`config.mk`:
```
export PLATFORM = sky130hd
export DESIGN_NAME = nrom_cart_arbiter
export DESIGN_NICKNAME = d
export VERILOG_FILES = /design/src/rtl/nrom_cart_arbiter.sv
export SDC_FILE = /design/constraint.sdc
export NUM_CORES = 1
export LEC_CHECK = 0
export BUFFER_PORTS_ARGS = -buffer_cell sky130_fd_sc_hd__buf_4
export CAP_MARGIN = 10
export CELL_PAD_IN_SITES_DETAIL_PLACEMENT = 1
export CELL_PAD_IN_SITES_GLOBAL_PLACEMENT = 2
export CORE_UTILIZATION = 30
export DETAILED_ROUTE_END_ITERATION = 8
export PLACE_DENSITY = 0.79
export SLEW_MARGIN = 10
export SYNTH_ARGS = -nofsm -noshare
export SYNTH_HDL_FRONTEND = slang
export SYNTH_SLANG_ARGS = --single-unit
```
`constraint.sdc`:
```
create_clock -name clk -period 1.7 [get_ports clk]
set_input_delay 0.425 -clock clk [delete_from_list [all_inputs] [get_ports clk]]
set_output_delay 0.425 -clock clk [all_outputs]
set_load 0.02 [all_outputs]
```
`src/rtl/nrom_cart_arbiter.sv`:
```
// rtl/nrom_cart_arbiter.sv - CPU/PPU round-robin arbiter onto one iNES cartridge image ROM
// Optional: NROM_CART_ARB_NROM256_EN selects 32 KiB unmirrored PRG (NROM-256).
module nrom_cart_arbiter #(
  parameter int HDR_BYTES = 16,
  parameter int PRG_BYTES = 16384,
  parameter int CHR_BYTES = 8192,
  parameter int ROM_AW    = 15
) (
  input  logic              clk,
  input  logic              rst,
  input  logic              cpu_req,
  input  logic [15:0]       cpu_ab,
  output logic              cpu_busy,
  output logic              cpu_ack,
  output logic [7:0]        cpu_do,
  output logic              cpu_oor,
  input  logic              ppu_req,
  input  logic [15:0]       ppu_ab,
  output logic              ppu_busy,
  output logic              ppu_ack,
  output logic [7:0]        ppu_do,
  output logic              ppu_oor,
  output logic              rom_en,
  output logic [ROM_AW-1:0] rom_addr,
  input  logic [7:0]        rom_q,
  output logic              drop_err
);

  typedef enum logic [1:0] {IDLE, READ, RESP} state_t;

  state_t            state;
  logic              cpu_pend, ppu_pend;
  logic              last_grant;  // 1 = PPU was served last
  logic              win;         // 1 = PPU owns the current transaction
  logic [15:0]       cpu_addr;
  logic [13:0]       ppu_addr;
  logic [ROM_AW-1:0] cpu_off, ppu_off;
  logic              pick, sel_oor, any_pend;
  logic              cpu_take, ppu_take, cpu_drop, ppu_drop;
  logic              unused_ppu_hi;

  // PPU space is 14 bits; the upper address lines only mirror.
  assign unused_ppu_hi = ^ppu_ab[15:14];

`ifdef NROM_CART_ARB_NROM256_EN
  localparam int CHR_BASE = HDR_BYTES + 32768;
  assign cpu_off = ROM_AW'(HDR_BYTES) + ROM_AW'(cpu_addr[14:0]);
`else
  localparam int CHR_BASE = HDR_BYTES + PRG_BYTES;
  assign cpu_off = ROM_AW'(HDR_BYTES) + ROM_AW'(cpu_addr & 16'(PRG_BYTES - 1));
`endif
  assign ppu_off = ROM_AW'(CHR_BASE) + ROM_AW'(ppu_addr & 14'(CHR_BYTES - 1));

  assign cpu_busy = cpu_pend;
  assign ppu_busy = ppu_pend;
  assign any_pend = cpu_pend | ppu_pend;

  // Ties go to whichever side was not served last.
  assign pick     = ppu_pend && (!cpu_pend || !last_grant);
  assign sel_oor  = pick ? ppu_addr[13] : !cpu_addr[15];
  assign rom_en   = (state == IDLE) && any_pend && !sel_oor;
  assign rom_addr = pick ? ppu_off : cpu_off;

  // The winner may re-strobe during its own ack cycle, since its flag clears that same edge.
  assign cpu_take = cpu_req && (!cpu_pend || (state == RESP && !win));
  assign ppu_take = ppu_req && (!ppu_pend || (state == RESP && win));
  assign cpu_drop = cpu_req && !cpu_take;
  assign ppu_drop = ppu_req && !ppu_take;

  always_ff @(posedge clk or posedge rst) begin
    if (rst) begin
      state      <= IDLE;
      cpu_pend   <= 1'b0;
      ppu_pend   <= 1'b0;
      last_grant <= 1'b1;
      win        <= 1'b0;
      cpu_addr   <= '0;
      ppu_addr   <= '0;
      cpu_ack    <= 1'b0;
      cpu_do     <= '0;
      cpu_oor    <= 1'b0;
      ppu_ack    <= 1'b0;
      ppu_do     <= '0;
      ppu_oor    <= 1'b0;
      drop_err   <= 1'b0;
    end else begin
      cpu_ack <= 1'b0;
      ppu_ack <= 1'b0;
      if (cpu_drop || ppu_drop) drop_err <= 1'b1;

      case (state)
        IDLE: begin
          if (any_pend) begin
            win <= pick;
            if (sel_oor) begin
              state <= RESP;
              if (pick) begin
                ppu_ack <= 1'b1;
                ppu_oor <= 1'b1;
              end else begin
                cpu_ack <= 1'b1;
                cpu_oor <= 1'b1;
              end
            end else begin
              state <= READ;
            end
          end
        end
        READ: begin
          state <= RESP;
          if (win) begin
            ppu_ack <= 1'b1;
            ppu_do  <= rom_q;
            ppu_oor <= 1'b0;
          end else begin
            cpu_ack <= 1'b1;
            cpu_do  <= rom_q;
            cpu_oor <= 1'b0;
          end
        end
        RESP: begin
          state      <= IDLE;
          last_grant <= win;
          if (win) ppu_pend <= 1'b0;
          else     cpu_pend <= 1'b0;
        end
        default: state <= IDLE;
      endcase

      if (cpu_take) begin
        cpu_pend <= 1'b1;
        cpu_addr <= cpu_ab;
      end
      if (ppu_take) begin
        ppu_pend <= 1'b1;
        ppu_addr <= ppu_ab[13:0];
      end
    end
  end

endmodule

```
# Word level (Yosys, flattened, before mapping)
# Index checks and enable logic that the tools add are counted.
[word_totals]
register_bits = 57
latch_bits = 0
ram_bits = 0
romBits = 0
word_cells = 89
memories = 0
[op_classes]
addsub = 2
mul = 0
div = 0
magnitude_cmp = 0
eq_ne = 9
shifts = 0
muxes = 29
bitwise_logic = 2
n_reduce_logical = 33
[op_table]
columns = ["op", "count"]
rows = [
  ["$mux 1", 21],
  ["$add 15x13->15 const A", 1],
  ["$add 5x14->15 const A", 1],
  ["$mux 15", 1],
  ["$ne 2x2->1 const B", 6],
  ["$reduce_and 2->1", 5],
  ["$reduce_and 5->1", 2],
  ["$logic_and 1x1->1", 9],
  ["$logic_not 1->1", 8],
  ["$pmux 1 s2", 4],
  ["$reduce_bool 2->1", 4],
  ["$logic_or 1x1->1", 4],
  ["$mux 2", 2],
  ["$pmux 2 s2", 1],
  ["$eq 2x1->1 const B", 1],
  ["$eq 2x2->1 const B", 1],
  ["$logic_not 2->1", 1],
  ["$ne 2x1->1 const B", 1],
  ["$not 1->1", 1],
  ["$or 1x1->1", 1],
]

# Depth between registers and ports, before layout
# Gate-level depths: netlist of run 1.
[depth]
word_depth = 7
mapped_depth = 7

# Least setup slack after synthesis of run 1
# OpenSTA, ideal clock, no wires.
[synth_path]
path_kind = "register to output"
start = "reg ppu_pend, in the netlist ppu_busy"
end = "out rom_addr[10]"
t_arrival_ns = 1.479
slack_ns = -0.204
stages_incl_launch_ff = 4
cell_sequence = "dfrtp_1 a21boi_2 buf_2 mux2i_1"
[synth_via]
elab_chain_len = 2
[synth_rtl]
columns = ["item", "line_no", "rtl"]
rows = [
  ["start: declaration", "32", "logic cpu_pend, ppu_pend;"],
  ["start signal: assignment", "74", "ppu_pend <= 1'b0;"],
  ["start signal: assignment", "124", "if (win) ppu_pend <= 1'b0;"],
  ["start signal: assignment", "135", "ppu_pend <= 1'b1;"],
  ["$logic_and 1x1->1", "59", "assign pick = ppu_pend && (!cpu_pend || !last_grant);"],
  ["$mux 15", "62", "assign rom_addr = pick ? ppu_off : cpu_off;"],
  ["end: declaration", "24", "output logic [ROM_AW-1:0] rom_addr,"],
]
# No other way between the ends.

# Worst setup path in the final report of run 1
[layout_path]
start = "reg last_grant"
end = "out rom_addr[14]"
[layout_via]
elab_chain_len = 4
[layout_rtl]
columns = ["item", "line_no", "rtl"]
rows = [
  ["start: declaration", "33", "logic last_grant;"],
  ["start signal: assignment", "123", "last_grant <= win;"],
  ["$logic_not 1->1", "59", ""],
  ["$logic_or 1x1->1", "59", ""],
  ["$logic_and 1x1->1", "59", ""],
  ["$mux 15", "62", ""],
]
# No other way between the ends.

==> results of run 1 <==
[cell families after synthesis]
kind of cell             Yosys count  synth area share (%)
flip-flops                        56                 51.28
multiplexers                      57                 25.98
AO/OA/AOI/OAI                     17                 4.437
buffers and inverters             12                 3.156
AND/OR/NAND/NOR                   41                 9.424
adder cells (fa/ha/maj)            2                0.9148
XOR/XNOR                          15                 4.803
[cell type report]
| class | count | area [µm²] |
|---|---|---|
| sequential | 56 | 1406 |
| tap | 108 | 135.1 |
| clock buffer | 5 | 68.82 |
| multi-input combinational | 132 | 1458 |
| timing repair buffer | 119 | 1026 |
| inverter | 6 | 26.28 |
| fill | 930 | 4618 |
| clock inverter | 3 | 25.02 |
[cell usage after synthesis (all sizes together)]
cell type / n
o31ai: 1
xnor2: 3
and4: 3
xor2: 12
nand2: 9
o211ai: 1
mux2i: 5
o21a: 1
dfstp: 1
a21oi: 3
buf: 6
mux2: 52
nand3: 9
a41o: 1
a22o: 1
nor2: 6
nand3b: 1
a31oi: 2
and2: 1
nand4: 6
or2b: 1
ha: 2
nand2b: 2
inv: 6
o21ai: 6
and3: 3
a21boi: 1
dfrtp: 55
[per-stage QoR]
step	setup WS, ps	setup TNS [ps]	cell area (µm²)	hold WS [ps]
6_report	-402.1	-5677	4145	170.3
5_1_grt	-455.7	-6720	4145	180.7
4_1_cts	-409.1	-5755	3999	181.5
3_5_place_dp	-54.64	-290.7	3704	473.6
3_3_place_gp	-39.73	-202.5	3704	471.7
2_1_floorplan	8.157	0	2813	464.9
[worst max-delay path, delay by kind of cell (launching register included)]
family / cells / cell delay, ps
flops: 1 / 570
buf+inv: 4 / 510
compound gates: 2 / 290
[power by group through the flow]
stage / registers (µW) / clock network (µW) / logic (µW)
floorplan: 2810 / 0 / 2840
CTS: 2490 / 819 / 5840
finish: 2510 / 783 / 6250
detailed placement: 2480 / 0 / 5150
global route: 2610 / 862 / 6630
global placement: 2450 / 0 / 5070
[final timing paths]
check,start,endpoint,slack [ps],depth (start not counted)
worst max-delay path,last_grant,rom_addr[14],-400,6
worst min-delay path,rst,ppu_do[1],170,3
worst max register to register,cpu_busy,cpu_oor,100,5
worst min register to register,drop_err,drop_err,490,2
max in group asynchronous,rst,last_grant,1210,3
min in group clk,cpu_ab[2],cpu_addr[2],330,2
[sequential cells by signal, indices dropped and copies added (netlist names)]
register    cells
cpu_ack         1
cpu_addr       15
cpu_busy        1
cpu_do          8
cpu_oor         1
drop_err        1
last_grant      1
ppu_ack         1
ppu_addr       14
ppu_busy        1
ppu_do          8
ppu_oor         1
state           2
win             1
[per-layer routing]
layer / share of wire, % / up-vias / wire length [µm] / GRT usage [%]
met4: 1.2 / 0 / 88 / 3.733
met5: 0 / - / 0 / 0
met1: 45 / 993 / 3218 / 20.24
met2: 50 / 35 / 3567 / 27.65
li1: - / 945 / - / -
met3: 2.9 / 8 / 204 / 2.806
[cells in the final DEF (no fill, tap or decap), types with 2 or more instances in the layout]
master       n
a31oi_1      2
and3_1       2
and4_4       2
buf_12       4
buf_4       96
buf_6       16
buf_8        3
clkbuf_8     5
clkinvlp_4   2
dfrtp_1     52
dfrtp_2      3
inv_1        5
inv_6        2
mux2_2      27
mux2_4      25
mux2i_2      2
mux2i_4      3
nand2_1      7
nand2_4      2
nand3_1      5
nand3_2      3
nand4_1      6
nor2_1       4
nor2_4       2
o21ai_0      3
o21ai_4      2
xnor2_1      2
xor2_1       8
xor2_2       4
[what timing repair did]
action                     CTS  global route
setup buffers                6             6
resized for setup           35            19
setup endpoints to repair   16            17
pin swaps                    6            11
==> qor.yml, run 1 <==
run_status:
  status: "complete, but fails checks"
  violations: "setup timing"
power:
  clkPwrFrac_pct: 8.2
  power_frac_seq_pct: 26.3
  p_int_uw: 5780
  max-vdd-ir-drop_mv: 0.8932
  powerDensity_nw_per_um2: 2301
  p_sw_share_pct: 39.41
  p_switching_uw: 3759
  power_uw: 9539
  combPwrFrac_pct: 65.5
  leakagePower_uw: 0.001927
route:
  routed-via-count: 1981
  wl_per_cell_um: 16.50
  ant_nets: 0
  via_per_inst: 4.618
  drc: 0
  drt_first_pass_iters: 3
  drt-initial-drc-count: 64
  drt-total-wl_um: 7078
floorplanning:
  dieWidth_um: 97.49
  core_area_um2: 8763
  die_height_um: 97.49
  io_pins: 83
  start_util_pct: 31.21
  die_area_um2: 9503
  rows: 34
grt:
  grt_use_total_pct: 15.81
  grt_max_degree: 57
  grt_pass1_wl_um: 11870
  grt_pass1_vias: 2263
  antenna_found_initial: 0
  grt_overflow: 0
sta:
  worst_slack_ps: -402.1
  period_minus_slack_ps: 2102
  fmax_ghz: 0.4757
  min_period_over_period_pct: 123.7
  rsz0062_at_grt: "true"
  finClkSkew_ps: 13.11
  worstMarginPinSlew_ps: 519.9
  hold_violations: 0
  slew_headroom_pct: 64.97
  finalMaxSlewViolations: 0
  setup_viol: 16
cells_and_area:
  stdcell_count: 429
  syn2layout_area_growth_pct: 51.56
  diodes: 0
  nNetsFinal: 366
  fin_util_pct: 47.30
  drive_gt1_share_pct: 66.98
placed_design:
  port_buffers: 79
  gp_congestion: 0.7421
  dp.cells: 409
  hpwl_um: 4865
clocking:
  cts_buffer_depth: 2
  clock_sinks: 56
  hold_buffers: 0
  cts_root_buffer: "clkbuf_8"
  clock_latency_ps: 320
  clkTransAtPathRegs_ps: 110
  cts_buffers: 5
  tritoncts: "done"
  cts_htree_levels: 2
worst_setup_path:
  critPathMaxStageDelay_ps: 570
  path_cells: "a21boi_4 -> buf_12 -> buf_8 -> buf_6 -> a41o_1 -> buf_6"
  cp-end-kind: "output pin"
  crit_top_cell: "buf_6"
  worstSetupPathType: "register to output pin"
  crit_fanout: 6
  worst_setup_path_start_kind: "register"
  crit_arrival_ps: 1680
  required_ps: 1270
  slowest_stage: "dfstp_2"
yosys:
  yosys-top-cells-area: "dfrtp_1 (50%), mux2_2 (13%), mux2_4 (11%), xor2_1 (3.8%), mux2i_1 (1.8%)"
  yosys_warnings: 0
  syn_area_um2: 2735
  synth_top_area_share_pct: 50.32
  synth.largest_area_cell: "dfrtp_1"
  synth-seq-area-share_pct: 51.28
  synth_fp_nets: 246
  ys_ff_latch: 56
  ys_types: 35
  syn_inst: 200
  avgSynthCellArea_um2: 13.68
hold_path:
  hold_class: "primary input to asynchronous set/reset pin"
flow_run:
  drv_cap: 0
Note: power is estimated with default switching activity, not from simulation.
==> run 2: changes to the inputs <==
- ABC_AREA: not set -> 1
- CORE_UTILIZATION: 30 -> 25
- PLACE_DENSITY: 0.79 -> 0.78
==> qor.yml, run 2 <==
yosys:
  syn_area_um2: 2706  # was 2735 µm²
  synth-edff-count: 0  # unchanged
  ys_types: 25  # was 35
  synth.most_common_cell: "nand2_1"  # was dfrtp_1
  synthFlopType: "dfrtp_1"  # unchanged
  yosys-top-cells-count: "nand2_1 (132), dfrtp_1 (55), nand3_1 (50), inv_1 (31), o21ai_0 (24)"  # was dfrtp_1 (55), mux2_2 (32), mux2_4 (20), xor2_1 (12), nand2_1 (8)
  yosys_warnings: 0  # unchanged
  yosys-top-cells-area: "dfrtp_1 (51%), nand2_1 (18%), nand3_1 (9.2%), o21ai_0 (4.4%), inv_1 (4.3%)"  # was dfrtp_1 (50%), mux2_2 (13%), mux2_4 (11%), xor2_1 (3.8%), mux2i_1 (1.8%)
  synth_fp_nets: 394  # was 246
  synth_top_area_share_pct: 50.86  # was 50.32%
  postSynth.asyncResetShare_pct: 100.0  # unchanged
  avgSynthCellArea_um2: 7.777  # was 13.68 µm²
  synth-seq-area-share_pct: 51.83  # was 51.28%
  ys_ff_latch: 56  # unchanged
  syn_inst: 348  # was 200
  synth.largest_area_cell: "dfrtp_1"  # unchanged
worst_setup_path:
  worst_setup_path_start_kind: "register"  # unchanged
  crit_buf_inv: 3  # was 4
  worstSetupPathType: "register to output pin"  # unchanged
  crit_fanout: 7  # was 6
  crit_arrival_ps: 1610  # was 1680 ps
  cp-end-kind: "output pin"  # unchanged
  path_delay_family: "flip-flops"  # unchanged
  critPathMaxStageDelay_ps: 580  # was 570 ps
  path_cells: "nand2_4 -> nand2_8 -> buf_6 -> clkinvlp_4 -> nand2_2 -> nand2_2 -> buf_6"  # was a21boi_4 -> buf_12 -> buf_8 -> buf_6 -> a41o_1 -> buf_6
  slowest_stage: "dfstp_2"  # unchanged
  required_ps: 1270  # about the same
grt:
  grt_pass1_vias: 2742  # was 2263
  grt_pass1_wl_um: 13420  # was 11870 µm
  grt_overflow: 0  # unchanged
  antenna_found_initial: 0  # unchanged
  grt_use_total_pct: 15.16  # was 15.81%
  grt_max_degree: 27  # was 57
power:
  p_int_uw: 4841  # was 5780 µW
  combPwrFrac_pct: 62.5  # was 65.5%
  p_switching_uw: 3990  # was 3759 µW
  leakagePower_uw: 0.002094  # was 0.001927 µW
  p_sw_share_pct: 45.18  # was 39.41%
  clkPwrFrac_pct: 9.0  # was 8.2%
  powerDensity_nw_per_um2: 2151  # was 2301 nW/µm²
  max-vdd-ir-drop_mv: 0.9603  # was 0.8932 mV
  power_uw: 8831  # was 9539 µW
  power_frac_seq_pct: 28.4  # was 26.3%
cells_and_area:
  reg_top3: "cpu_addr x15, ppu_addr x14"  # unchanged
  diodes: 0  # unchanged
  largest-register: "cpu_addr"  # unchanged
  mostFrequentLayoutCells: "nand2_1 (110), buf_4 (78), dfrtp_1 (54), nand3_1 (40), inv_1 (27)"  # was buf_4 (96), dfrtp_1 (52), mux2_2 (27), mux2_4 (25), buf_6 (16)
  drive_gt1_share_pct: 37.95  # was 66.98%
  fillers: 1259  # was 930
  syn2layout_area_growth_pct: 51.69  # was 51.56%
  largest_register_ffs: 15  # unchanged
  fin_util_pct: 39.41  # was 47.30%
  layout_commonest_cell: "nand2_1"  # was buf_4
  design_area_um2: 4105  # was 4145 µm²
  nNetsFinal: 493  # was 366
floorplanning:
  die_height_um: 106.0  # was 97.49 µm
  dieWidth_um: 106.0  # was 97.49 µm
  core_area_um2: 10420  # was 8763 µm²
  die_area_um2: 11250  # was 9503 µm²
  start_util_pct: 25.98  # was 31.21%
  rows: 37  # was 34
  io_pins: 83  # unchanged
sta:
  finClkSkew_ps: 7.196  # was 13.11 ps
  period_minus_slack_ps: 2040  # was 2102 ps
  fmax_ghz: 0.4903  # was 0.4757 GHz
  rsz0062_at_grt: "true"  # unchanged
  min_period_over_period_pct: 120.0  # was 123.7%
  worst_slack_ps: -339.5  # was -402.1 ps
  finalMaxSlewViolations: 0  # unchanged
  slew_headroom_pct: 64.04  # was 64.97%
  setup_viol: 16  # unchanged
  hold_violations: 0  # unchanged
  worstMarginPinSlew_ps: 538.2  # was 519.9 ps
  fin_worst_hold_slack_ps: 121.6  # was 170.3 ps
route:
  drt-initial-drc-count: 65  # was 64
  drt_first_pass_iters: 4  # was 3
  wl_per_cell_um: 13.88  # was 16.50 µm
  via_per_inst: 4.512  # was 4.618
  drt-met1-wl_um: 3412  # was 3218 µm
  wl_met2_um: 4182  # was 3567 µm
  top_layer: "met4"  # unchanged
  ant_nets: 0  # unchanged
  drt-total-wl_um: 8103  # was 7078 µm
  wl_met3_um: 441  # was 204 µm
  drc: 0  # unchanged
  routed-via-count: 2635  # was 1981
run_status:
  violations: "setup timing"  # unchanged
  status: "complete, but fails checks"  # unchanged
clocking:
  hold_buffers: 0  # unchanged
  clock_sinks: 56  # unchanged
  cts_buffer_depth: 2  # unchanged
  tritoncts: "done"  # unchanged
  cts_buffers: 5  # unchanged
  clock_latency_ps: 320  # about the same
  cts_root_buffer: "clkbuf_8"  # unchanged
  cts_htree_levels: 2  # unchanged
  clkTransAtPathRegs_ps: 110  # about the same
flow_run:
  drv_cap: 0  # unchanged
hold_path:
  hold_class: "primary input to asynchronous set/reset pin"  # unchanged
placed_design:
  gp_congestion: 0.6879  # was 0.7421
  hpwl_um: 5884  # was 4865 µm
  dpl_worst_slack_ps: -97.60  # was -54.64 ps
  placed_area_um2: 3543  # was 3704 µm²
  port_buffers: 79  # unchanged
[run 2: power groups by stage]
stage	registers, µW	logic [µW]	clock network (µW)
finish	2510	5520	797
global route	2610	6040	887
CTS	2490	5130	827
detailed placement	2480	4240	0
global placement	2470	4140	0
floorplan	2710	2190	0
[run 2: area by class of cell]
type,count,area (µm²),share of cell area [%]
flip-flops and latches,56,1404,34.20
multi-input cells,249,1363,33.19
repair buffers,103,939.7,22.89
well taps,136,170.2,4.145
inverters,31,123.9,3.017
clock buffers,6,82.58,2.012
clock inverters,2,15.01,0.3657
repair inverters,1,7.507,0.1829
[run 2: path summary, 6_finish.rpt]
check                              end   startpoint  slack, ps  cells past startpoint
max in group asynchronous  ppu_addr[4]          rst       1060                      3
setup / recovery           rom_addr[5]   last_grant       -340                      7
hold reg to reg            ppu_addr[0]  ppu_addr[0]        480                      2
min in group clk           ppu_addr[0]    ppu_ab[0]        330                      3
hold / removal             cpu_addr[2]          rst        120                      2
setup reg to reg               cpu_oor   last_grant         60                      9
[run 2: cell families after synthesis]
logic type                 after synthesis  share of synthesized area [%]
AOI/OAI and AO/OA                       35                          7.398
xor gates and xnor gates                 2                         0.6474
adders and majority gates                2                         0.9245
buffers and inverters                   43                          6.842
DFF                                     56                          51.83
and+or+nand+nor                        210                          32.36
[run 2: metal layers]
| layer | GRT usage [%] | up-vias |
|---|---|---|
| li1 | - | 1302 |
| met2 | 27.03 | 55 |
| met4 | 2.976 | 0 |
| met5 | 0 | - |
| met1 | 18.12 | 1273 |
| met3 | 4.353 | 5 |
[run 2: what timing repair did]
| action | CTS | global route |
|---|---|---|
| resized for setup | 53 | 33 |
| endpoints found under the setup margin | 16 | 17 |
| cloned | 3 | 1 |
| pin swaps | 14 | 8 |
| buffers inserted | 3 | 4 |
[run 2: worst register-to-register path, delay by kind of cell (launching register included)]
kind / cells / cell delay [ps]
and+or+nand+nor: 6 / 550
DFF: 1 / 580
buffers and inverters: 3 / 420
[run 2: per-stage QoR]
stage,setup TNS [ps],instances
2_1_floorplan,-68.03,348
3_3_place_gp,-158.9,565
3_5_place_dp,-682.4,565
4_1_cts,-5170,579
5_1_grt,-6401,584
6_report,-4962,584
==> run 3: changes to the inputs <==
- ABC_AREA: 1 -> not set
- CELL_PAD_IN_SITES_GLOBAL_PLACEMENT: 2 -> 1
- CORE_UTILIZATION: 25 -> 37
- PLACE_DENSITY: 0.78 -> 0.8
==> qor.yml, run 3 (same netlist as run 1, synthesis figures left out) <==
cells_and_area:
  layout_commonest_cell: "buf_4"  # was nand2_1
  nNetsFinal: 356  # was 493
  diodes: 0  # unchanged
  largest_register_ffs: 15  # unchanged
  reg_top3: "cpu_addr x15, ppu_addr x14"  # unchanged
  drive_gt1_share_pct: 64.31  # was 37.95%
  syn2layout_area_growth_pct: 44.01  # was 51.69%
  design_area_um2: 3939  # was 4105 µm²
  fin_util_pct: 56.42  # was 39.41%
  largest-register: "cpu_addr"  # unchanged
  mostFrequentLayoutCells: "buf_4 (92), dfrtp_1 (52), mux2_2 (26), mux2_4 (26), buf_6 (14)"  # was nand2_1 (110), buf_4 (78), dfrtp_1 (54), nand3_1 (40), inv_1 (27)
sta:
  fin_worst_hold_slack_ps: 64.87  # was 121.6 ps
  hold_violations: 0  # unchanged
  finClkSkew_ps: 6.146  # was 7.196 ps
  setup_viol: 16  # unchanged
  min_period_over_period_pct: 124.4  # was 120.0%
  period_minus_slack_ps: 2115  # was 2040 ps
  worstMarginPinSlew_ps: 337.2  # was 538.2 ps
  rsz0062_at_grt: "true"  # unchanged
  worst_slack_ps: -415.4  # was -339.5 ps
  setup_tns_ps: -5458  # was -4962 ps
  slew_headroom_pct: 77.37  # was 64.04%
  finalMaxSlewViolations: 0  # unchanged
  fmax_ghz: 0.4727  # was 0.4903 GHz
route:
  drt-total-wl_um: 7081  # was 8103 µm
  drc: 0  # unchanged
  via_per_inst: 4.892  # was 4.512
  drt_first_pass_iters: 4  # unchanged
  ant_nets: 0  # unchanged
  wl_per_cell_um: 17.40  # was 13.88 µm
  routed-via-count: 1991  # was 2635
  drt-initial-drc-count: 71  # was 65
clocking:
  cts_htree_levels: 2  # unchanged
  clock_sinks: 56  # unchanged
  cts_buffer_depth: 2  # unchanged
  tritoncts: "done"  # unchanged
  hold_buffers: 0  # unchanged
  clock_latency_ps: 320  # about the same
  cts_buffers: 5  # unchanged
  clkTransAtPathRegs_ps: 110  # about the same
  cts_root_buffer: "clkbuf_8"  # unchanged
floorplanning:
  die_area_um2: 7740  # was 11250 µm²
  core_area_um2: 6982  # was 10420 µm²
  rows: 30  # was 37
  io_pins: 83  # unchanged
  start_util_pct: 39.18  # was 25.98%
  dieWidth_um: 87.98  # was 106.0 µm
  die_height_um: 87.98  # was 106.0 µm
power:
  max-vdd-ir-drop_mv: 0.8675  # was 0.9603 mV
  powerDensity_nw_per_um2: 2285  # was 2151 nW/µm²
  leakagePower_uw: 0.001857  # was 0.002094 µW
placed_design:
  port_buffers: 79  # unchanged
  dpl_worst_slack_ps: -50.00  # was -97.60 ps
  gp_congestion: 0.7904  # was 0.6879
  hpwl_um: 5050  # was 5884 µm
  placed_area_um2: 3651  # was 3543 µm²
hold_path:
  hold_class: "primary input to asynchronous set/reset pin"  # unchanged
worst_setup_path:
  slowest_stage: "dfstp_2"  # unchanged
  critPathMaxStageDelay_ps: 570  # was 580 ps
  worstSetupPathType: "register to output pin"  # unchanged
  worst_setup_path_start_kind: "register"  # unchanged
  cp-end-kind: "output pin"  # unchanged
  path_cells: "a21boi_4 -> buf_12 -> buf_8 -> buf_6 -> a41o_1 -> buf_6"  # was nand2_4 -> nand2_8 -> buf_6 -> clkinvlp_4 -> nand2_2 -> nand2_2 -> buf_6
  crit_arrival_ps: 1690  # was 1610 ps
  required_ps: 1270  # about the same
  crit_top_cell: "buf_6"
  crit_fanout: 5  # was 7
flow_run:
  drv_cap: 0  # unchanged
grt:
  grt_pass1_vias: 2220  # was 2742
  grt_overflow: 0  # unchanged
  antenna_found_initial: 0  # unchanged
  grt_pass1_wl_um: 11450  # was 13420 µm
  grt_use_total_pct: 19.88  # was 15.16%
  grt_max_degree: 44  # was 27
run_status:
  status: "complete, but fails checks"  # unchanged
  violations: "setup timing"  # unchanged
## run 3: cell types whose count changed in the layout (fill, tap and decap cells not counted), moves of 4 or more
cell and delta:
nand3_1 -33, inv_1 -22, buf_4 +14, mux2_2 +26
nand2_2 -20, buf_6 -5, o21bai_1 -4, xor2_1 +8
nand3_2 -7, nand2_1 -102, nand4_1 +4, o21ai_0 -17
nor2_1 -11, mux2_4 +26
## run 3: final cells by class
class / count / area, µm²
clock buffers: 5 / 68.82
clock inverters: 3 / 27.53
fillers: 743 / 3043
inverters: 6 / 26.28
multi-input cells: 132 / 1386
flip-flops and latches: 56 / 1406
well taps: 96 / 120.1
repair buffers: 109 / 903.4
## run 3: worst paths after layout
kind                             from           end  slack, ps  depth (start not counted)
max                        last_grant  rom_addr[14]       -420                          6
min                               rst  ppu_addr[11]         60                          2
max reg2reg                  cpu_busy       cpu_oor        130                          6
min reg2reg                  drop_err      drop_err        500                          2
max in group asynchronous         rst   cpu_addr[8]       1120                          3
min in group clk              ppu_req      ppu_busy        310                          2
## run 3: metal layers
metal / GRT usage, % / up-vias / share of wire [%]
met1: 25.45 / 1007 / 43
met2: 33.97 / 43 / 51
met5: 0 / - / 0
met4: 7.154 / 0 / 2.2
li1: - / 929 / -
met3: 3.205 / 12 / 3.0
## run 3: repair_timing
item,in CTS,in global routing
pin swaps,3,3
buffers inserted,7,1
setup endpoints to repair,16,17
gates resized for setup,30,9
## run 3: power breakdown
group / internal [µW] / switching (µW)
Sequential: 2000 / 529
Combinational: 3090 / 2590
Clock: 304 / 487
## run 3: critical path: cells and delay by family (launching register included)
| kind | cells | cell delay, ps |
|---|---|---|
| flops | 1 | 570 |
| buf+inv | 4 | 510 |
| compound gates | 2 | 290 |
## run 3: metrics by stage
| step | total power, µW | instances |
|---|---|---|
| global placement | 7384 | 392 |
| detailed placement | 7556 | 392 |
| finish | 9002 | 407 |
| global route | 9493 | 407 |
| floorplan | 5652 | 200 |
| CTS | 8934 | 407 |
